$ cat config.mk
export PLATFORM = sky130hd
export DESIGN_NAME = d_debounce
export DESIGN_NICKNAME = d
export VERILOG_FILES = /design/src/rtl/d_debounce.sv
export SDC_FILE = /design/constraint.sdc
export NUM_CORES = 1
export LEC_CHECK = 0
export BUFFER_PORTS_ARGS = -buffer_cell sky130_fd_sc_hd__buf_2
export CAP_MARGIN = 20
export CORE_MARGIN = 5
export CORE_UTILIZATION = 51
export DETAILED_ROUTE_END_ITERATION = 10
export HOLD_SLACK_MARGIN = 0.05
export PLACE_DENSITY = 0.79
export SLEW_MARGIN = 25
export SYNTH_ARGS = -nofsm -noshare
export SYNTH_HDL_FRONTEND = slang
export SYNTH_SLANG_ARGS = --single-unit
export TNS_END_PERCENT = 20
$ cat constraint.sdc
create_clock -name Clk -period 1.79 [get_ports Clk]
set_clock_uncertainty 0.05 [all_clocks]
set_input_delay 0.0895 -clock Clk [delete_from_list [all_inputs] [get_ports Clk]]
set_output_delay 0.0895 -clock Clk [all_outputs]
set_load 0.03 [all_outputs]
$ cat src/rtl/d_debounce.sv
// d_debounce: synchronizes a raw asynchronous input and filters it with a settle counter FSM.
// Optional rise/fall edge pulses are built only when D_DEBOUNCE_EDGE_PULSE_EN is defined.
module d_debounce #(
    parameter int SYNC_STAGES   = 2,
    parameter int SETTLE_CYCLES = 1000,
    parameter int CNT_W         = 16
) (
    input  logic Clk,
    input  logic reset,
    input  logic D_raw,
    output logic D,
    output logic D_bar,
    output logic busy,
    output logic rise,
    output logic fall
);

    typedef enum logic [1:0] {
        STABLE_LO = 2'd0,
        WAIT_HI   = 2'd1,
        STABLE_HI = 2'd2,
        WAIT_LO   = 2'd3
    } state_t;

    localparam logic [CNT_W-1:0] CNT_LAST = CNT_W'(SETTLE_CYCLES - 1);
    localparam logic [CNT_W-1:0] CNT_ONE  = CNT_W'(1);

    logic [SYNC_STAGES-1:0] sync_q;
    logic                   s;
    state_t                 state_q, state_d;
    logic [CNT_W-1:0]       cnt_q, cnt_d;
    logic                   d_q, d_d;
    logic                   d_bar_q;
    logic                   busy_q, busy_d;

    always_ff @(posedge Clk or posedge reset) begin
        if (reset) begin
            sync_q <= '0;
        end else begin
            sync_q <= {sync_q[SYNC_STAGES-2:0], D_raw};
        end
    end

    // Only the last synchronizer stage is trusted; earlier stages may be metastable.
    assign s = sync_q[SYNC_STAGES-1];

    always_comb begin
        state_d = state_q;
        cnt_d   = cnt_q;
        case (state_q)
            STABLE_LO: begin
                if (s) begin
                    state_d = WAIT_HI;
                    cnt_d   = CNT_ONE;
                end else begin
                    cnt_d   = '0;
                end
            end
            WAIT_HI: begin
                if (!s) begin
                    state_d = STABLE_LO;
                    cnt_d   = '0;
                end else if (cnt_q == CNT_LAST) begin
                    state_d = STABLE_HI;
                    cnt_d   = '0;
                end else begin
                    cnt_d   = cnt_q + CNT_ONE;
                end
            end
            STABLE_HI: begin
                if (!s) begin
                    state_d = WAIT_LO;
                    cnt_d   = CNT_ONE;
                end else begin
                    cnt_d   = '0;
                end
            end
            WAIT_LO: begin
                if (s) begin
                    state_d = STABLE_HI;
                    cnt_d   = '0;
                end else if (cnt_q == CNT_LAST) begin
                    state_d = STABLE_LO;
                    cnt_d   = '0;
                end else begin
                    cnt_d   = cnt_q + CNT_ONE;
                end
            end
            default: begin
                state_d = STABLE_LO;
                cnt_d   = '0;
            end
        endcase
        // Outputs are derived from the next state so they register on the same edge as the state.
        d_d    = (state_d == STABLE_HI) || (state_d == WAIT_LO);
        busy_d = (state_d == WAIT_HI) || (state_d == WAIT_LO);
    end

    always_ff @(posedge Clk or posedge reset) begin
        if (reset) begin
            state_q <= STABLE_LO;
            cnt_q   <= '0;
            d_q     <= 1'b0;
            d_bar_q <= 1'b1;
            busy_q  <= 1'b0;
        end else begin
            state_q <= state_d;
            cnt_q   <= cnt_d;
            d_q     <= d_d;
            d_bar_q <= ~d_d;
            busy_q  <= busy_d;
        end
    end

    assign D     = d_q;
    assign D_bar = d_bar_q;
    assign busy  = busy_q;

`ifdef D_DEBOUNCE_EDGE_PULSE_EN
    logic rise_q, fall_q;

    always_ff @(posedge Clk or posedge reset) begin
        if (reset) begin
            rise_q <= 1'b0;
            fall_q <= 1'b0;
        end else begin
            rise_q <= (state_q == WAIT_HI) && (state_d == STABLE_HI);
            fall_q <= (state_q == WAIT_LO) && (state_d == STABLE_LO);
        end
    end

    assign rise = rise_q;
    assign fall = fall_q;
`else
    assign rise = 1'b0;
    assign fall = 1'b0;
`endif

endmodule

# After elaboration in Yosys (flattened, before gate mapping)
# Index checks and enable logic that the tools add are counted.
# classes
muxes	13
bitwise	1
n_eq_ne	7
addsub	1
n_reduce_logical	3
# ops
cell	count
$pmux 16 s4	1
$mux 16	3
$add 16x1->16 const B	1
$eq 16x10->1 const B	1
$mux 2	6
$eq 2x2->1 const B	4
$pmux 2 s4	1
$eq 2x1->1 const B	2
$logic_not 2->1	1
$logic_or 1x1->1	2
$mux 1	2
$not 1->1	1
# word_totals
ff_bits	23
out_inout_bits	5
elab_cells	31

# Depth between registers and ports, before layout
# logic_depth
word_depth	7
depth_mapped	6
ltp_nobuf	5

# Worst setup path before layout
# No wires, ideal clock.
# synth_path
path_type	reg-to-reg
startpoint	reg cnt_q[3]
endpoint	reg d_q (netlist: D)
path_slack_ns	-0.017
arrival_time_ns	1.632
required_ns	1.615
path_stages_with_launch	5
setup_ns	0.125
synth_period_minus_slack_ns	1.807
path_cell_list	dfrtp_1 > or4_4 > nor4_4 > nand2_2 > mux2_4
# synth_between
elab_chain_len	6
elab_cells_between_ends	9
cone_classes	3 x eq/ne; 5 x mux; 1 x reduce/logical
# synth_lines
element	line_no	text
from (decl)	31	logic [CNT_W-1:0] cnt_q, cnt_d;
from (signal assigned)	108	cnt_q <= cnt_d;
$eq 16x10->1 *	63, 82	
$mux 2 (on tied branches)	82, 63	
$mux 2 (on tied branches)	79, 60	
$pmux 2 s4 *	50	case (state_q)
$eq 2x2->1	95	d_d = (state_d == STABLE_HI) || (state_d == WAIT_LO);
$logic_or 1x1->1 *	95	
via d_d	32	logic d_q, d_d;
to (signal assigned)	103	d_q <= 1'b0;
to (signal assigned)	109	d_q <= d_d;
to (decl)	32	
# Mark *: on every way through the listed nets, which the timed path passes. The rest lies on a longest branch.

# Worst setup path in the final report
# layout_path
startpoint	reg cnt_q[4]
endpoint	reg d_q (netlist: D)
# The elaborated chain is that of the path after synthesis.

==> flow_summary.json <==
{
  "run_status": "finished with violations",
  "violations": "negative setup slack",
  "utilization": 0.6263,
  "hold_depth": 0,
  "htree_levels": 1,
  "cp.required_ps": 1940,
  "vias": 724,
  "finalHoldViolCount": 0,
  "grt_pass1_wl_mm": 3.201,
  "start_util": 0.5286,
  "maxCapViolations": 0,
  "postRouteWirelength_mm": 1.758,
  "slowest_stage": "or4_4",
  "path_max_fanout": 5,
  "nFillCells": 160,
  "slowest_delay_ps": 550,
  "dieArea_sq_mm": 0.002985,
  "synth_commonest_cells": "21 x dfrtp_1, 18 x nor2_1, 12 x xnor2_1",
  "cts_sinks": 22,
  "rsz0062_at_grt": "true",
  "max_freq_mhz": 536.0,
  "synth.area.top_cells": "dfrtp_1 52%, xnor2_1 10%, nor2_1 6.7%",
  "synth_area_sq_mm": 0.001016,
  "grt_overflow": 0,
  "drive_above_1_share": 0.2368,
  "ys_types": 24,
  "cp_cell_sequence": "or4_4 > nor4_4 > nand2_2 > mux2_4",
  "cp-start-kind": "flip-flop",
  "wl_per_cell_um": 12.47,
  "grt_use_total": 0.1518,
  "grt_max_degree": 23,
  "powerDensity_mw_per_mm2": 682.4,
  "drt_iter0_drc": 15,
  "synth_enable_flop_cells": 0,
  "numCtsBuffers": 3,
  "clockRootBuffer": "clkbuf_4",
  "crit_type": "flip-flop to flip-flop",
  "ys_seq_area_frac": 0.5431,
  "nNetsFinal": 119,
  "routed_via_density": 5.135,
  "synth_top_area_share": 0.5172,
  "area_delta_synth_final_pct": 18.47,
  "grt_pass1_vias": 733,
  "power.leakage_nw": 0.5206,
  "ant_nets": 0,
  "max_slew_margin": 0.4665,
  "hp-class": "flip-flop to flip-flop",
  "drc": 0,
  "netlist_instances": 94,
  "ys_warn_count": 0,
  "worst_slew_pin_slew_ps": 799.4,
  "reg2reg_depth": 4,
  "hpwl_mm": 1.257,
  "io_pins": 8,
  "place.gp.congestion": 0.8484,
  "numPlacedInstances": 135,
  "end_kind": "flip-flop",
  "rows": 16,
  "io_buffer_count": 5,
  "antenna_cells": 0,
  "setup_viol": 2,
  "die_x_um": 54.64,
  "antenna_found_initial": 0,
  "yosys.area.top_type": "dfrtp_1",
  "final-max-slew-violation-count": 0,
  "crit_arrival_ps": 2020,
  "core-area_sq_mm": 0.001922,
  "die_h_um": 54.64,
  "cts_tree": "built",
  "fin_crit_sh": 1.042,
  "yosys_most_used_dff": "dfrtp_1",
  "fin_cells": 141,
  "clock_latency_ps": 310,
  "synth-seq-cells": 22,
  "postCtsSetupBuffers": 0,
  "path_clk_slew_ps": 110,
  "r2r_slack_ps": -80,
  "synth.avg_cell_area_sq_um": 10.81,
  "period_needed_ps": 1866,
  "cts_buffer_depth": 2,
  "async_reset_ff_frac": 1.000,
  "finalWorstSetupSlack_ps": -75.59,
  "vdd_drop_max_uv": 643.5,
  "firstDrtPassIters": 4,
  "yosysMostFrequentCell": "dfrtp_1"
}
[placed cells by master (no fill, tap or decap)]
cell,Yosys,routed
nand4_1,5,5
nor3_1,4,4
buf_2,0,5
nor4_1,4,4
dlygate4sd3_1,0,2
mux2_4,1,1
nand3b_4,0,1
nand3_1,3,3
nand2_1,6,6
and2_1,2,2
ha_1,1,1
dfstp_2,1,1
clkbuf_8,0,1
inv_1,2,2
xor2_1,3,3
xnor2_1,12,12
conb_1,1,2
clkbuf_4,0,3
nor4_4,1,1
and3_1,1,1
nand2_2,1,1
nor2_1,18,18
buf_4,2,11
mux2i_1,1,1
dfrtp_1,21,21
or4_4,1,2
[metal layers]
layer	wire length, um	global-route usage	vias to the layer above
met5	0	0	-
li1	-	-	356
met4	30	0.07469	0
met3	59	0.01635	2
met1	779	0.1937	349
met2	889	0.2539	17
[timing repair]
action	in CTS	in global routing
pin swaps	0	8
resized for setup	1	0
hold buffers	2	0
setup endpoints to repair	16	17
endpoints found under the hold margin	22	0
[logic make-up after synthesis]
family | share of synthesized area
other | 0.003691
adder cells (fa/ha/maj) | 0.01231
flip-flops | 0.5431
multiplexers | 0.02463
XOR/XNOR | 0.1293
buffers and inverters | 0.03325
AND/OR/NAND/NOR | 0.2537
[sequential cells by signal, summed over array words and instances (netlist names)]
signal   cells
D            1
D_bar        1
busy         1
cnt_q       16
state_q      1
sync_q       2
[worst max-delay path: cells and delay by family, from the launching register on]
| kind | cells | cell delay [ps] |
|---|---|---|
| and+or+nand+nor | 3 | 990 |
| DFF | 1 | 400 |
| muxes | 1 | 310 |
[area by class of cell]
cell class,instances,area [sq um],share of cell area
clock buffer,4,36.28,0.03015
multi-input combinational,68,446.7,0.3711
sequential,22,551.8,0.4584
timing repair buffer,18,127.6,0.1060
tap,27,33.78,0.02807
inverter,2,7.507,0.006237
[through the flow]
step	hold slack, ps	cell area [sq um]	setup slack (ps)	setup TNS, ps	power [mW]
floorplan	27.98	1023	-6.170	-6.170	0.5516
global placement	149.4	1139	11.92	0	0.5566
detailed placement	149.3	1139	-49.56	-579.6	0.5584
CTS	317.2	1204	-60.56	-69.01	0.8300
global route	343.6	1204	-104.6	-640.6	0.8618
finish	318.1	1204	-75.59	-91.60	0.8214
[report_power, final]
part	total, mW	switching (mW)	internal (mW)
combinational	0.0443	0.0300	0.0143
clock	0.267	0.143	0.124
sequential	0.510	0.00526	0.504
total	0.821	0.178	0.643
[worst paths after layout]
path | startpoint | to
max in group asynchronous | reset | state_q[0]$_DFF_PP0_
worst min register to register | sync_q[0]$_DFF_PP0_ | sync_q[1]$_DFF_PP0_
min in group asynchronous | reset | cnt_q[8]$_DFF_PP0_
worst min-delay path | sync_q[0]$_DFF_PP0_ | sync_q[1]$_DFF_PP0_
worst max register to register | cnt_q[4]$_DFF_PP0_ | D$_DFF_PP0_
worst max-delay path | cnt_q[4]$_DFF_PP0_ | D$_DFF_PP0_
Note: power is estimated with default switching activity, not from simulation.
